===== config.mk =====
export PLATFORM = sky130hd
export DESIGN_NAME = cmd_serial_to_parallel
export DESIGN_NICKNAME = d
export VERILOG_FILES = /design/src/rtl/sd_cmd_pkg.sv /design/src/rtl/crc7_serial.sv /design/src/rtl/cmd_serial_to_parallel.sv
export SDC_FILE = /design/constraint.sdc
export NUM_CORES = 1
export LEC_CHECK = 0
export CORE_UTILIZATION = 45
export DETAILED_ROUTE_END_ITERATION = 6
export PLACE_DENSITY = 0.67
export RECOVER_POWER = 50
export SYNTH_ARGS = -nofsm -noshare
export SYNTH_HDL_FRONTEND = slang
export SYNTH_HIERARCHICAL = 1
export SYNTH_SLANG_ARGS = --single-unit

===== constraint.sdc =====
create_clock -name sd_clock -period 10.7 [get_ports sd_clock]
set_input_delay 1.605 -clock sd_clock [delete_from_list [all_inputs] [get_ports sd_clock]]
set_output_delay 1.605 -clock sd_clock [all_outputs]
set_load 0.02 [all_outputs]

===== src/rtl/sd_cmd_pkg.sv =====
// Shared definitions for the SD host CMD-line stages (receive and transmit).
// Frame lengths, CRC7 generator and the CRC coverage window per frame type.
package sd_cmd_pkg;

  typedef enum logic [2:0] {
    IDLE,
    WAIT_START,
    RECEIVE,
    CHECK,
    DONE
  } cmd_rx_state_t;

  localparam int CMD_SHORT_LEN = 48;
  localparam int CMD_LONG_LEN  = 136;

  // x^7 + x^3 + 1 without the implicit x^7 term
  localparam logic [6:0] CRC7_POLY = 7'h09;

  // Bits below CRC_WIN_LO (CRC field and end bit) never enter the CRC.
  // Long frames also skip their top CRC_LONG_HDR bits (start, transmission, reserved).
  localparam int CRC_WIN_LO   = 8;
  localparam int CRC_LONG_HDR = 8;

endpackage


===== src/rtl/crc7_serial.sv =====
// Serial CRC7 generator, one bit per enabled cycle, MSB-first.
// Shared by the CMD receive and transmit stages.
module crc7_serial
  import sd_cmd_pkg::*;
(
  input  logic       sd_clock,
  input  logic       reset,
  input  logic       clear,
  input  logic       enable,
  input  logic       bit_in,
  output logic [6:0] crc
);

  logic fb;
  assign fb = bit_in ^ crc[6];

  always_ff @(posedge sd_clock) begin
    if (!reset)      crc <= '0;
    else if (clear)  crc <= '0;
    else if (enable) crc <= {crc[5:0], 1'b0} ^ ({7{fb}} & CRC7_POLY);
  end

endmodule


===== src/rtl/cmd_serial_to_parallel.sv =====
// CMD-line receiver: waits for a response start bit, shifts in a 48/136-bit frame,
// checks CRC7 and end bit, and holds the result until the controller drops enable.
module cmd_serial_to_parallel
  import sd_cmd_pkg::*;
#(
  parameter int NCR_MAX   = 64,
  parameter int LONG_LEN  = CMD_LONG_LEN,
  parameter int SHORT_LEN = CMD_SHORT_LEN
) (
  input  logic                sd_clock,
  input  logic                reset,
  input  logic                enable_stp,
  input  logic                long_response,
  input  logic                cmd_in,
  output logic [LONG_LEN-1:0] pad_response,
  output logic                reception_complete,
  output logic                no_response,
  output logic                crc_error
);

  localparam int NCR_W = (NCR_MAX > 1) ? $clog2(NCR_MAX) : 1;

  cmd_rx_state_t       state;
  logic                len_sel;
  logic [7:0]          bit_cnt;
  logic [NCR_W-1:0]    ncr_cnt;
  logic [LONG_LEN-1:0] shift_reg;
  logic [6:0]          crc;

  logic [7:0] len, next_cnt, bit_idx, win_hi;
  logic       shift_en, crc_en, crc_clr;

  // bit_cnt is 0 in WAIT_START, so bit_idx also gives the start bit's frame position
  assign len      = len_sel ? 8'(LONG_LEN) : 8'(SHORT_LEN);
  assign win_hi   = len_sel ? 8'(LONG_LEN - 1 - CRC_LONG_HDR) : 8'(SHORT_LEN - 1);
  assign next_cnt = bit_cnt + 8'd1;
  assign bit_idx  = len - next_cnt;

  assign shift_en = enable_stp &&
                    ((state == WAIT_START && !cmd_in) || state == RECEIVE);
  assign crc_en   = shift_en && (bit_idx >= 8'(CRC_WIN_LO)) && (bit_idx <= win_hi);
  assign crc_clr  = (state == IDLE) && enable_stp;

  crc7_serial u_crc (
    .sd_clock (sd_clock),
    .reset    (reset),
    .clear    (crc_clr),
    .enable   (crc_en),
    .bit_in   (cmd_in),
    .crc      (crc)
  );

  always_ff @(posedge sd_clock) begin
    if (!reset) begin
      state              <= IDLE;
      len_sel            <= 1'b0;
      bit_cnt            <= '0;
      ncr_cnt            <= '0;
      shift_reg          <= '0;
      pad_response       <= '0;
      reception_complete <= 1'b0;
      no_response        <= 1'b0;
      crc_error          <= 1'b0;
    end else begin
      case (state)
        IDLE: begin
          reception_complete <= 1'b0;
          no_response        <= 1'b0;
          crc_error          <= 1'b0;
          if (enable_stp) begin
            len_sel   <= long_response;
            bit_cnt   <= '0;
            ncr_cnt   <= '0;
            shift_reg <= '0;
            state     <= WAIT_START;
          end
        end
        WAIT_START: begin
          if (!enable_stp) begin
            state <= IDLE;
          end else if (!cmd_in) begin
            shift_reg <= {shift_reg[LONG_LEN-2:0], cmd_in};
            bit_cnt   <= 8'd1;
            state     <= RECEIVE;
          end else if (ncr_cnt == NCR_W'(NCR_MAX - 1)) begin
            no_response <= 1'b1;
            state       <= DONE;
          end else begin
            ncr_cnt <= ncr_cnt + 1'b1;
          end
        end
        RECEIVE: begin
          if (!enable_stp) begin
            state <= IDLE;
          end else begin
            shift_reg <= {shift_reg[LONG_LEN-2:0], cmd_in};
            bit_cnt   <= next_cnt;
            if (next_cnt == len) state <= CHECK;
          end
        end
        CHECK: begin
          if (!enable_stp) begin
            state <= IDLE;
          end else begin
            pad_response <= len_sel ? shift_reg
                          : {{(LONG_LEN-SHORT_LEN){1'b0}}, shift_reg[SHORT_LEN-1:0]};
            crc_error          <= (crc != shift_reg[7:1]) || !shift_reg[0];
            reception_complete <= 1'b1;
            state              <= DONE;
          end
        end
        DONE: begin
          if (!enable_stp) begin
            reception_complete <= 1'b0;
            no_response        <= 1'b0;
            crc_error          <= 1'b0;
            state              <= IDLE;
          end
        end
        default: state <= IDLE;
      endcase
    end
  end

endmodule

# After elaboration in Yosys (flattened, before gate mapping)
# Cells that the tools add are included.
# classes
n_addsub,3
multipliers,0
div_mod_pow,0
n_lt_le_gt_ge,2
eq_ne,18
n_shift,0
muxes,36
bitwise,3
reduce_logical,22
# ops
op,n
2-to-1 mux 136 bit,5
one-hot mux 136 bit (3 select lines),1
2-to-1 mux 8 bit,5
2-to-1 mux 3 bit,8
2-to-1 mux 6 bit,4
one-hot mux 8 bit (3 select lines),1
"inequality test 2 bit, second input constant",8
one-hot mux 3 bit (5 select lines),1
AND reduction 5 bit,3
one-hot mux 6 bit (2 select lines),1
one-hot mux 1 bit (3 select lines),3
nonzero test 3 bit,3
"adder 8 x 1 -> 8 bit, second input constant",1
== test 8 bit,1
">= comparator 8 x 4 -> 1 bit, second input constant",1
less-or-equal comparator 8 x 7 -> 1 bit,1
subtractor 8 bit,1
2-to-1 mux 7 bit,1
inequality test 7 bit,1
XOR 7 x 4 -> 7 bit,1
"adder 6 x 1 -> 6 bit, second input constant",1
"== test 3 x 2 -> 1 bit, second input constant",2
"== test 6 bit, second input constant",1
2-to-1 mux 1 bit,6
16 further kinds,23
# totals
reg_bits,300
latchBits,0
ramBits,0
romBits,0
in_bits,5
output_inout_bits,139
wordCells,94
mem_count,0

# Longest topological paths before layout
# Gate-level depths: netlist of the first run.
# depth
word_depth,6
ltp_mapped,19

# Modules after synthesis
# Netlist of the first run, hierarchy kept.
# by_module_without_submodules
module,instances,cells_per_inst,area_per_inst_um2,seq_area_each_um2
cmd_serial_to_parallel,1,1262,11472.3,5865.6
crc7_serial,1,28,286.5,140.1

# Worst setup path after synthesis of the first run
# No wires, ideal clock.
# synth_path
path_type,register -> register
from,register bit_cnt[1]
to,register u_crc.crc[3]
setup_time_ns,0.120
arrival_ns,3.612
setup_slack_ns,6.968
path_stages_with_launch,19
synth_period_minus_slack_ns,3.732
path_cell_list,dfxtp_1 ha_1 buf_2 nand3_1 xor2_1 ha_1 clkbuf_1 nor3_1 nor2_1 o41ai_1 xnor2_1 ha_1 and4b_1 a21oi_1 or3_1 a2111oi_2 buf_2 nor3b_1 a211o_1
# synth_via
elab_chain_len,5
# synth_lines
element,line,text
from (decl),cmd_serial_to_parallel.sv:25,logic [7:0] bit_cnt;
from (signal assigned),cmd_serial_to_parallel.sv:97,bit_cnt <= next_cnt;
adder 8 x 1 -> 8 bit (*),cmd_serial_to_parallel.sv:36,assign next_cnt = bit_cnt + 8'd1;
subtractor 8 bit (*),cmd_serial_to_parallel.sv:37,assign bit_idx = len - next_cnt;
>= comparator 8 x 4 -> 1 bit,cmd_serial_to_parallel.sv:41,assign crc_en = shift_en && (bit_idx >= 8'(CRC_WIN_LO)) && (bit_idx <= win_hi);
logical AND 1 bit,cmd_serial_to_parallel.sv:41,
logical AND 1 bit (*),cmd_serial_to_parallel.sv:41,
net crc_en,cmd_serial_to_parallel.sv:31,"logic shift_en, crc_en, crc_clr;"
to (signal assigned),crc7_serial.sv:20,"else if (enable) crc <= {crc[5:0], 1'b0} ^ ({7{fb}} & CRC7_POLY);"
to (decl),crc7_serial.sv:11,output logic [6:0] crc
# The timed path passes the listed nets; every way through them passes the cells marked *.
# A chain may end at the register's enable or synchronous reset.

# Worst setup path after layout of the first run
# layout_path
from,input port enable_stp
to,register pad_response[66]
# layout_via
elab_chain_len,1
# layout_lines
element,line,text
from (decl),cmd_serial_to_parallel.sv:12,"input logic enable_stp,"
AND reduction 2 bit (no source line),-,
to (signal assigned),cmd_serial_to_parallel.sv:105,pad_response <= len_sel ? shift_reg
to (decl),cmd_serial_to_parallel.sv:15,"output logic [LONG_LEN-1:0] pad_response,"
# No other way between the ends.

==> impl_metrics.json, run 1 <==
{
  "row_count": 58,
  "worst_ep_arrival_time_ps": 6030,
  "grt_pass1_vias": 8381,
  "timing_hold_violations_final": 0,
  "worst-r2r-cell-count": 13,
  "die_w_um": 163.7,
  "path_clk_slew_ps": 60,
  "period_minus_slack_ps": 5543,
  "coreArea_mm2": 0.02540,
  "synth_edf_count": 0,
  "finish.utilization_pct": 55.62,
  "cts_resized": 0,
  "h-tree-depth": 1,
  "endpoint_kind": "register",
  "synth_cell_types": 50,
  "synth_top_area_share_pct": 51.07,
  "die_y_um": 163.7,
  "p_total_mw": 2.174,
  "ioPinCount": 144,
  "grt_pass1_wl_um": 42190,
  "worstMarginPinSlew_ps": 2491,
  "hp-start": "pad_response[22]$_SDFFE_PN0P_",
  "drive_above_1_share_pct": 4.142,
  "finalCritPeriodShare_pct": 51.81,
  "timing.rr.start": "len_sel$_SDFFE_PN0P_",
  "crit_path_max_fanout": 79,
  "irDropWorstVdd_v": 0.0001029,
  "slew_headroom_pct": -66.09,
  "clkSinkCount": 300,
  "synthArstFlopShare_pct": 0,
  "cp_cell_sequence": "dlygate4sd3_1 > nor2b_1 > and3_1 > buf_4 > nand3_1 > a21boi_0",
  "final_area_mm2": 0.01413,
  "rsz0062_at_grt": "no",
  "synth_fp_nets": 1302,
  "route.detailed.drc": 0,
  "start_util_pct": 46.30,
  "wire_per_inst_um": 14.92,
  "ys_top_cells_by_area": "dfxtp_1 51%, a21boi_0 9.1%, a22oi_1 8.9%",
  "syn_inst": 1290,
  "fin_tns_setup_ps": 0,
  "grt.overflow.total": 0,
  "rrSetupSlack_ps": 5820,
  "leakagePower_nw": 4.909,
  "syn_avg_cell_area_um2": 9.115,
  "fin_skew_ps": 5.576,
  "cts_tree": "yes",
  "rr_endpoint": "u_crc/crc[3]$_SDFFE_PP0P_",
  "hold_end": "pad_response[22]$_SDFFE_PN0P_",
  "cts_inserted_buffers": 31,
  "startpoint_type": "primary input",
  "setup-violations-final": 0,
  "insertion_delay_ps": 560,
  "drtPass1Iterations": 5,
  "worstHoldPathCells": 2,
  "drt-total-wl_um": 25460,
  "hpwlAfterDp_um": 14680,
  "yosysSeqAreaShare_pct": 51.07,
  "setup_ws_ps": 5157,
  "cpPeakStageDelay_ps": 1660,
  "yosys_warnings": 6,
  "grt_usage_pct": 18.88,
  "first_iter_violations": 557,
  "synth_top_area_cell": "dfxtp_1",
  "dp_slack_ps": 5700,
  "grt_antenna_before_repair": 0,
  "power.density_mw_per_mm2": 153.9,
  "netlist_area_mm2": 0.01176,
  "timing.fmax_mhz": 180.4,
  "cts_setup_buffers": 0,
  "outcome": "finished, violations left",
  "criticalPathCategory": "primary input to register",
  "vias": 9113,
  "cts_root_buf": "clkbuf_16",
  "crit_slowest_cell": "and3_1",
  "hold_path.class": "register to register",
  "diodes": 0,
  "postPlaceCellArea_mm2": 0.01323,
  "finalMaxSlewViolations": 116,
  "max_cap_viol_count": 2,
  "port-buffer-count": 143,
  "area_growth_pct": 20.13,
  "gp_congestion": 0.7726,
  "synth-main-ff-cell": "dfxtp_1",
  "grt_max_degree": 155,
  "nets": 1370,
  "hold_buffers": 0,
  "required_ps": 11180,
  "dieArea_mm2": 0.02678,
  "avgViaCountPerCell": 5.342,
  "clock_path_buffers": 3,
  "violations": "capacitance limit, slew limit",
  "synth-seq-cells": 300,
  "final_antenna_net_count": 0
}
## cell usage after synthesis, drive strengths merged, types with 5 or more instances
library cell and count:
a21boi 142, a22oi 140, ha 7, buf 25, clkbuf 89, inv 7, nor2b 144, nand3 94
and3 8, dfxtp 300, nor2 34, o21ai 13, and2 6, a21oi 8, xnor2 17, nand2 202
mux2i 5, xor2 9
## per-layer routing
| metal | share of wire (%) | up-vias | track usage, % |
|---|---|---|---|
| met4 | 1.9 | 0 | 4.630 |
| met2 | 44 | 189 | 30.14 |
| li1 | - | 4571 | - |
| met1 | 49 | 4320 | 26.38 |
| met3 | 4.6 | 33 | 3.225 |
| met5 | 0 | - | 0 |
## metrics by stage
step / hold slack [ps] / cells
floorplan: 454.2 / 1290
global placement: 454.0 / 1655
detailed placement: 458.9 / 1655
CTS: 467.1 / 1706
global route: 477.1 / 1706
finish: 459.5 / 1706
## area by class of cell
type / count / area, um^2
flip-flops and latches: 300 / 6010
inverters: 7 / 26.28
clock inverters: 6 / 48.80
repair buffers: 149 / 1474
well taps: 330 / 412.9
clock buffers: 45 / 858.3
fillers: 2326 / 11270
multi-input cells: 869 / 5296
## worst max path at each step
stage	slack (ps)	depth (start not counted)	endpoint	startpoint
2_1_floorplan	6970	18	u_crc/crc[3]$_SDFFE_PP0P_	bit_cnt[1]$_SDFFE_PN0P_
3_3_place_gp	5740	6	pad_response[109]$_SDFFE_PN0P_	enable_stp
3_5_place_dp	5700	6	pad_response[97]$_SDFFE_PN0P_	enable_stp
4_1_cts	5750	13	u_crc/crc[3]$_SDFFE_PP0P_	len_sel$_SDFFE_PN0P_
5_1_grt	4670	6	pad_response[97]$_SDFFE_PN0P_	enable_stp
6_report	5160	6	pad_response[66]$_SDFFE_PN0P_	enable_stp
## worst max-delay path: cells and delay by family
kind | cells | cell delay (ps)
compound gates | 1 | 210
buf+inv | 2 | 1540
simple gates | 3 | 2560
## logic make-up (layout without fill, tap and decap cells)
| kind of cell | Yosys count | in the layout | share of synthesized area, % |
|---|---|---|---|
| xor+xnor | 26 | 26 | 2.000 |
| fa+ha+maj | 8 | 8 | 0.8406 |
| mux | 6 | 6 | 0.5214 |
| flops | 300 | 300 | 51.07 |
| simple gates | 507 | 507 | 21.08 |
| buf+inv | 121 | 207 | 4.150 |
| compound gates | 322 | 322 | 20.33 |
## report_power, final
| part | internal, mW | leakage, nW | switching, mW |
|---|---|---|---|
| registers | 1.12 | 2.42 | 0.00857 |
| clock network | 0.553 | 0.447 | 0.424 |
| logic | 0.0268 | 2.05 | 0.0447 |
## placed cells by master (no fill, tap or decap), types with 2 or more instances in the layout
cell type	instances
a21boi_0	142
a21oi_1	8
a22o_1	3
a22oi_1	140
a31oi_1	2
and2_1	5
and3_1	8
buf_4	5
clkbuf_1	12
clkbuf_16	31
clkbuf_8	3
clkinv_2	4
dfxtp_1	299
dlygate4sd3_1	141
ha_1	7
inv_1	7
mux2i_1	5
nand2_1	202
nand2b_1	4
nand3_1	93
nand4_1	4
nor2_1	33
nor2b_1	144
nor3_1	2
o211ai_1	2
o21ai_0	12
or3_1	3
xnor2_1	16
xor2_1	9
Note: power is estimated with default switching activity, not from simulation.
==> run 2, diff against run 1 <==
--- a/config.mk
+++ b/config.mk
@@ -7,7 +7,7 @@
 export LEC_CHECK = 0
 export CORE_UTILIZATION = 45
 export DETAILED_ROUTE_END_ITERATION = 6
-export PLACE_DENSITY = 0.67
+export PLACE_DENSITY = 0.69
 export RECOVER_POWER = 50
 export SYNTH_ARGS = -nofsm -noshare
 export SYNTH_HDL_FRONTEND = slang
==> constraint.sdc (replaced) <==
create_clock -name sd_clock -period 4.55 [get_ports sd_clock]
set_input_delay 0.6825 -clock sd_clock [delete_from_list [all_inputs] [get_ports sd_clock]]
set_output_delay 0.6825 -clock sd_clock [all_outputs]
set_load 0.02 [all_outputs]
==> impl_metrics.json, run 2 (synthesis results as in run 1) <==
{
  "hold_buffers": 0,
  "cts_inserted_buffers": 31,
  "ioPinCount": 144,
  "grt.overflow.total": 0,
  "drt-total-wl_um": 25270,
  "postPlaceCellArea_mm2": 0.01332,
  "finalMaxSlewViolations": 88,
  "clock_path_buffers": 3,
  "cts_root_buf": "clkbuf_16",
  "outcome": "finished, violations left",
  "fin_tns_setup_ps": 0,
  "rsz0062_at_grt": "no",
  "crit_slowest_cell": "o21ai_1",
  "endpoint_kind": "register",
  "timing_hold_violations_final": 0,
  "hp-start": "pad_response[63]$_SDFFE_PN0P_",
  "die_w_um": 163.7,
  "final_area_mm2": 0.01427,
  "cts_tree": "yes",
  "final_cell_mix": "299 x dfxtp_1, 202 x nand2_1, 144 x nor2b_1",
  "setup-violations-final": 0,
  "fin_skew_ps": 10.90,
  "h-tree-depth": 1,
  "irDropWorstVdd_v": 0.0002434,
  "hold_path.class": "register to register",
  "cts_resized": 0,
  "insertion_delay_ps": 540,
  "required_ps": 5020,
  "grt_usage_pct": 18.85,
  "drtPass1Iterations": 5,
  "timing.rr.start": "bit_cnt[0]$_SDFFE_PN0P_",
  "worstMarginPinSlew_ps": 2822,
  "worstHoldPathCells": 2,
  "worst_ep_arrival_time_ps": 4590,
  "crit_buf_inv": 2,
  "wire_per_inst_um": 14.73,
  "fillers": 2302,
  "power.density_mw_per_mm2": 365.9,
  "dieArea_mm2": 0.02678,
  "grt_max_degree": 174,
  "final_common_cell": "dfxtp_1",
  "finish.utilization_pct": 56.19,
  "start_util_pct": 46.30,
  "cts_setup_buffers": 0,
  "final_antenna_net_count": 0,
  "coreArea_mm2": 0.02540,
  "cp_cell_sequence": "dlygate4sd3_1 > nor2_1 > o21ai_1 > buf_4 > a22oi_1 > nor2b_1",
  "setup_ws_ps": 431.2,
  "period_minus_slack_ps": 4119,
  "diodes": 0,
  "leakagePower_nw": 4.981,
  "timing.fmax_mhz": 242.8,
  "cpLargestDelayFamily": "compound AO/OA/AOI/OAI gates",
  "max_cap_viol_count": 3,
  "avgViaCountPerCell": 5.355,
  "hold_slack_ps": 457.3,
  "violations": "capacitance limit, slew limit",
  "dp_slack_ps": 536.1,
  "grt_pass1_wl_um": 42330,
  "rrSetupSlack_ps": 480,
  "path_clk_slew_ps": 60,
  "grt_pass1_vias": 8622,
  "area_growth_pct": 21.38,
  "vias": 9190,
  "first_iter_violations": 636,
  "rr_endpoint": "u_crc/crc[3]$_SDFFE_PP0P_",
  "finalCritPeriodShare_pct": 90.52,
  "row_count": 58,
  "hpwlAfterDp_um": 14840,
  "nets": 1377,
  "cpPeakStageDelay_ps": 2120,
  "crit_path_max_fanout": 39,
  "startpoint_type": "primary input",
  "criticalPathCategory": "primary input to register",
  "gp_congestion": 0.8874,
  "port-buffer-count": 143,
  "route.detailed.drc": 0,
  "worst-r2r-cell-count": 16,
  "drive_above_1_share_pct": 5.051,
  "hold_end": "pad_response[63]$_SDFFE_PN0P_",
  "slew_headroom_pct": -89.41,
  "clkSinkCount": 300,
  "grt_antenna_before_repair": 0,
  "die_y_um": 163.7
}
## run 2: worst max path at each step
stage,from,end,slack [ps],cells after the start
after CTS,bit_cnt[0]$_SDFFE_PN0P_,u_crc/crc[3]$_SDFFE_PP0P_,510,16
after global routing,cmd_in,shift_reg[127]$_SDFFE_PN0P_,160,6
after global placement,bit_cnt[0]$_SDFFE_PN0P_,u_crc/crc[3]$_SDFFE_PP0P_,650,16
final,cmd_in,shift_reg[74]$_SDFFE_PN0P_,430,6
after floorplan,bit_cnt[1]$_SDFFE_PN0P_,u_crc/crc[3]$_SDFFE_PP0P_,820,18
after detailed placement,bit_cnt[0]$_SDFFE_PN0P_,u_crc/crc[3]$_SDFFE_PP0P_,540,16
## run 2: stage by stage
step           power (mW)  std cells
3_5_place_dp        2.881       1662
3_3_place_gp        2.880       1662
4_1_cts             5.289       1716
6_report            5.222       1716
5_1_grt             5.418       1716
2_1_floorplan       2.839       1290
## run 2: power breakdown
| group | internal, mW | total (mW) | switching (mW) |
|---|---|---|---|
| sequential | 2.63 | 2.64 | 0.0108 |
| combinational | 0.0663 | 0.181 | 0.115 |
| clock | 1.42 | 2.40 | 0.983 |
## run 2: layout make-up
cell class	instances	area (um^2)	area share, %
Clock buffer	48	949.7	6.654
Clock inverter	6	35.03	0.2455
Inverter	7	26.28	0.1841
Multi-Input combinational cell	869	5283	37.01
Sequential cell	300	6010	42.11
Tap cell	330	412.9	2.893
Timing Repair Buffer	156	1556	10.91
## run 2: tightest hold or removal path, stage by stage (launching register included)
cell and delay, ps:
dfxtp_1 300, nand2_1 40, a21boi_0 60
## run 2: metal layers
| metal | part of all wire (%) | up-vias | track usage, % | wire, um |
|---|---|---|---|---|
| li1 | - | 4584 | - | - |
| met1 | 49 | 4379 | 26.48 | 12340 |
| met2 | 45 | 200 | 30.22 | 11360 |
| met3 | 4.8 | 27 | 3.123 | 1209 |
| met4 | 1.4 | 0 | 4.040 | 357 |
| met5 | 0 | - | 0 | 0 |
==> run 3, diff against run 2 <==
--- a/config.mk
+++ b/config.mk
@@ -5,9 +5,10 @@
 export SDC_FILE = /design/constraint.sdc
 export NUM_CORES = 1
 export LEC_CHECK = 0
+export ABC_AREA = 1
 export CORE_UTILIZATION = 45
 export DETAILED_ROUTE_END_ITERATION = 6
-export PLACE_DENSITY = 0.69
+export PLACE_DENSITY_LB_ADDON = 0.1
 export RECOVER_POWER = 50
 export SYNTH_ARGS = -nofsm -noshare
 export SYNTH_HDL_FRONTEND = slang
==> constraint.sdc (replaced) <==
create_clock -name sd_clock -period 4.55 [get_ports sd_clock]
set_input_delay 1.1375 -clock sd_clock [delete_from_list [all_inputs] [get_ports sd_clock]]
set_output_delay 1.1375 -clock sd_clock [all_outputs]
set_load 0.02 [all_outputs]
==> impl_metrics.json, run 3 <==
{
  "outcome": "finished, violations left",
  "violations": "capacitance limit, slew limit",
  "grt.overflow.total": 0,
  "grt_antenna_before_repair": 0,
  "post-place-cells": 1847,
  "grt_usage_pct": 20.89,
  "clock_path_buffers": 3,
  "cts_inserted_buffers": 34,
  "synth_top_area_cell": "dfxtp_1",
  "synthArstFlopShare_pct": 0,
  "regArea_mm2": 0.006010,
  "cpPeakStageDelay_ps": 1530,
  "die_w_um": 161.5,
  "slew_headroom_pct": -43.59,
  "h-tree-depth": 2,
  "synth_top_area_share_pct": 52.46,
  "setup_ws_ps": 519.7,
  "area_growth_pct": 22.65,
  "swShare_pct": 23.97,
  "endpoint_kind": "register",
  "timing_hold_violations_final": 0,
  "row_count": 58,
  "internal_power_mw": 4.327,
  "crit_slowest_cell": "inv_1",
  "startpoint_type": "primary input",
  "criticalPathCategory": "primary input to register",
  "synth_cell_types": 32,
  "vias": 10080,
  "drtPass1Iterations": 5,
  "grt_max_degree": 92,
  "final_area_mm2": 0.01404,
  "p_total_mw": 5.691,
  "fin_cells": 1907,
  "coreArea_mm2": 0.02504,
  "synth-main-ff-cell": "dfxtp_1",
  "start_util_pct": 45.72,
  "final_cell_mix": "299 x nand2_1, 299 x dfxtp_1, 252 x a21oi_1",
  "hold_buffers": 0,
  "gp_congestion": 0.8528,
  "die_y_um": 161.5,
  "leakagePower_nw": 5.164,
  "syn_inst": 1474,
  "yosys_warnings": 6,
  "rsz0062_at_grt": "no",
  "final_antenna_net_count": 0,
  "fillers": 2409,
  "p_switching_mw": 1.364,
  "first_iter_violations": 652,
  "fin_skew_ps": 9.850,
  "syn_avg_cell_area_um2": 7.766,
  "synth_edf_count": 0,
  "clkPwrFrac_pct": 47.1,
  "netlist_area_mm2": 0.01145,
  "required_ps": 4980,
  "cts_setup_buffers": 0,
  "crit_path_max_fanout": 61,
  "nets": 1565,
  "synth_fp_nets": 1486,
  "fin_tns_setup_ps": 0,
  "insertion_delay_ps": 500,
  "setup-violations-final": 0,
  "cts_root_buf": "clkbuf_16",
  "avgViaCountPerCell": 5.285,
  "grt_pass1_vias": 9297,
  "hpwlAfterDp_um": 15660,
  "dp_slack_ps": 999.0,
  "finalMaxSlewViolations": 114,
  "diodes": 0,
  "worst_ep_arrival_time_ps": 4460,
  "ys_top_cells_by_area": "dfxtp_1 52%, a21oi_1 11%, nand3_1 11%",
  "finalCritPeriodShare_pct": 88.58,
  "route.detailed.drc": 0,
  "grt_pass1_wl_um": 45930,
  "power.density_mw_per_mm2": 405.3,
  "port-buffer-count": 143,
  "max_cap_viol_count": 2,
  "path_clk_slew_ps": 60,
  "period_minus_slack_ps": 4030,
  "pwr-share-seq_pct": 46.6,
  "multiInputGateArea_mm2": 0.004740,
  "cp_cell_sequence": "dlygate4sd3_1 > nand3_4 > inv_1 > clkbuf_2 > nand3_1 > a21oi_1",
  "wire_per_inst_um": 14.36,
  "drive_above_1_share_pct": 5.580,
  "timing.fmax_mhz": 248.1,
  "clkSinkCount": 300,
  "synthTopCellsByCount": "300 x dfxtp_1, 298 x nand2_1, 252 x a21oi_1",
  "worstMarginPinSlew_ps": 2151,
  "dieArea_mm2": 0.02608,
  "drt-total-wl_um": 27390,
  "hold_path.class": "register to register",
  "yosysSeqAreaShare_pct": 52.46,
  "post-synth-top-count-cell": "dfxtp_1",
  "p_comb_share_pct": 6.3,
  "synth-seq-cells": 300,
  "ioPinCount": 144,
  "irDropWorstVdd_v": 0.0002275,
  "cts_resized": 0,
  "postPlaceCellArea_mm2": 0.01295,
  "cts_tree": "yes"
}
-- run 3: cell count changes in the layout (fill, tap and decap cells not counted), sizes merged, moves of 8 or more --
cell and delta:
a21oi +246, nand3 +148, nor2b -144, a21boi -142, a22oi -140, nand2 +99, nor2 +79, inv +42
o21ai +41, xnor2 -14, a211oi +9, and3 -8
-- run 3: routing by layer --
metal	part of all wire, %	track usage [%]	vias to the layer above
li1	-	-	5102
met1	47	28.22	4725
met2	46	34.44	218
met3	5.2	3.698	33
met4	1.5	5.274	0
met5	0	0	-
-- run 3: path summary, 6_finish.rpt --
kind / start / end / slack (ps) / cells past startpoint
min reg2reg: pad_response[122]$_SDFFE_PN0P_ / pad_response[122]$_SDFFE_PN0P_ / 460 / 2
min: pad_response[122]$_SDFFE_PN0P_ / pad_response[122]$_SDFFE_PN0P_ / 460 / 2
max reg2reg: bit_cnt[0]$_SDFFE_PN0P_ / u_crc/crc[2]$_SDFFE_PP0P_ / 950 / 22
max: enable_stp / pad_response[111]$_SDFFE_PN0P_ / 520 / 6
-- run 3: through the flow --
step	hold slack (ps)	utilization [%]
finish	457.9	56.08
global route	483.8	56.08
CTS	467.2	56.17
detailed placement	457.6	51.74
global placement	452.1	51.74
floorplan	445.9	-
-- run 3: critical path: cells and delay by family --
family | cells | cell delay (ps)
compound gates | 1 | 180
buf+inv | 3 | 2840
simple gates | 2 | 260
-- run 3: cell type report --
class / count / area share [%]
clock buffers: 49 / 7.254
clock inverters: 11 / 0.6417
inverters: 47 / 1.328
multi-input cells: 1012 / 33.76
flip-flops and latches: 300 / 42.80
well taps: 330 / 2.941
repair buffers: 158 / 11.27
-- run 3: kinds of logic (layout without fill, tap and decap cells) --
family          after synthesis  count (layout)  share of synthesized area (%)
compound gates              322             322                          14.61
xor+xnor                      7               7                         0.5356
simple gates                676             676                          25.38
buf+inv                     162             265                          6.241
flops                       300             300                          52.46
fa+ha+maj                     7               7                         0.7651
-- run 3: power by group through the flow --
| stage | registers, mW | logic [mW] | clock network (mW) |
|---|---|---|---|
| after detailed placement | 2.71 | 0.364 | 0 |
| after global placement | 2.71 | 0.365 | 0 |
| after CTS | 2.65 | 0.365 | 2.74 |
| after floorplan | 2.71 | 0.291 | 0 |
| final | 2.65 | 0.361 | 2.68 |
| after global routing | 2.65 | 0.400 | 2.86 |
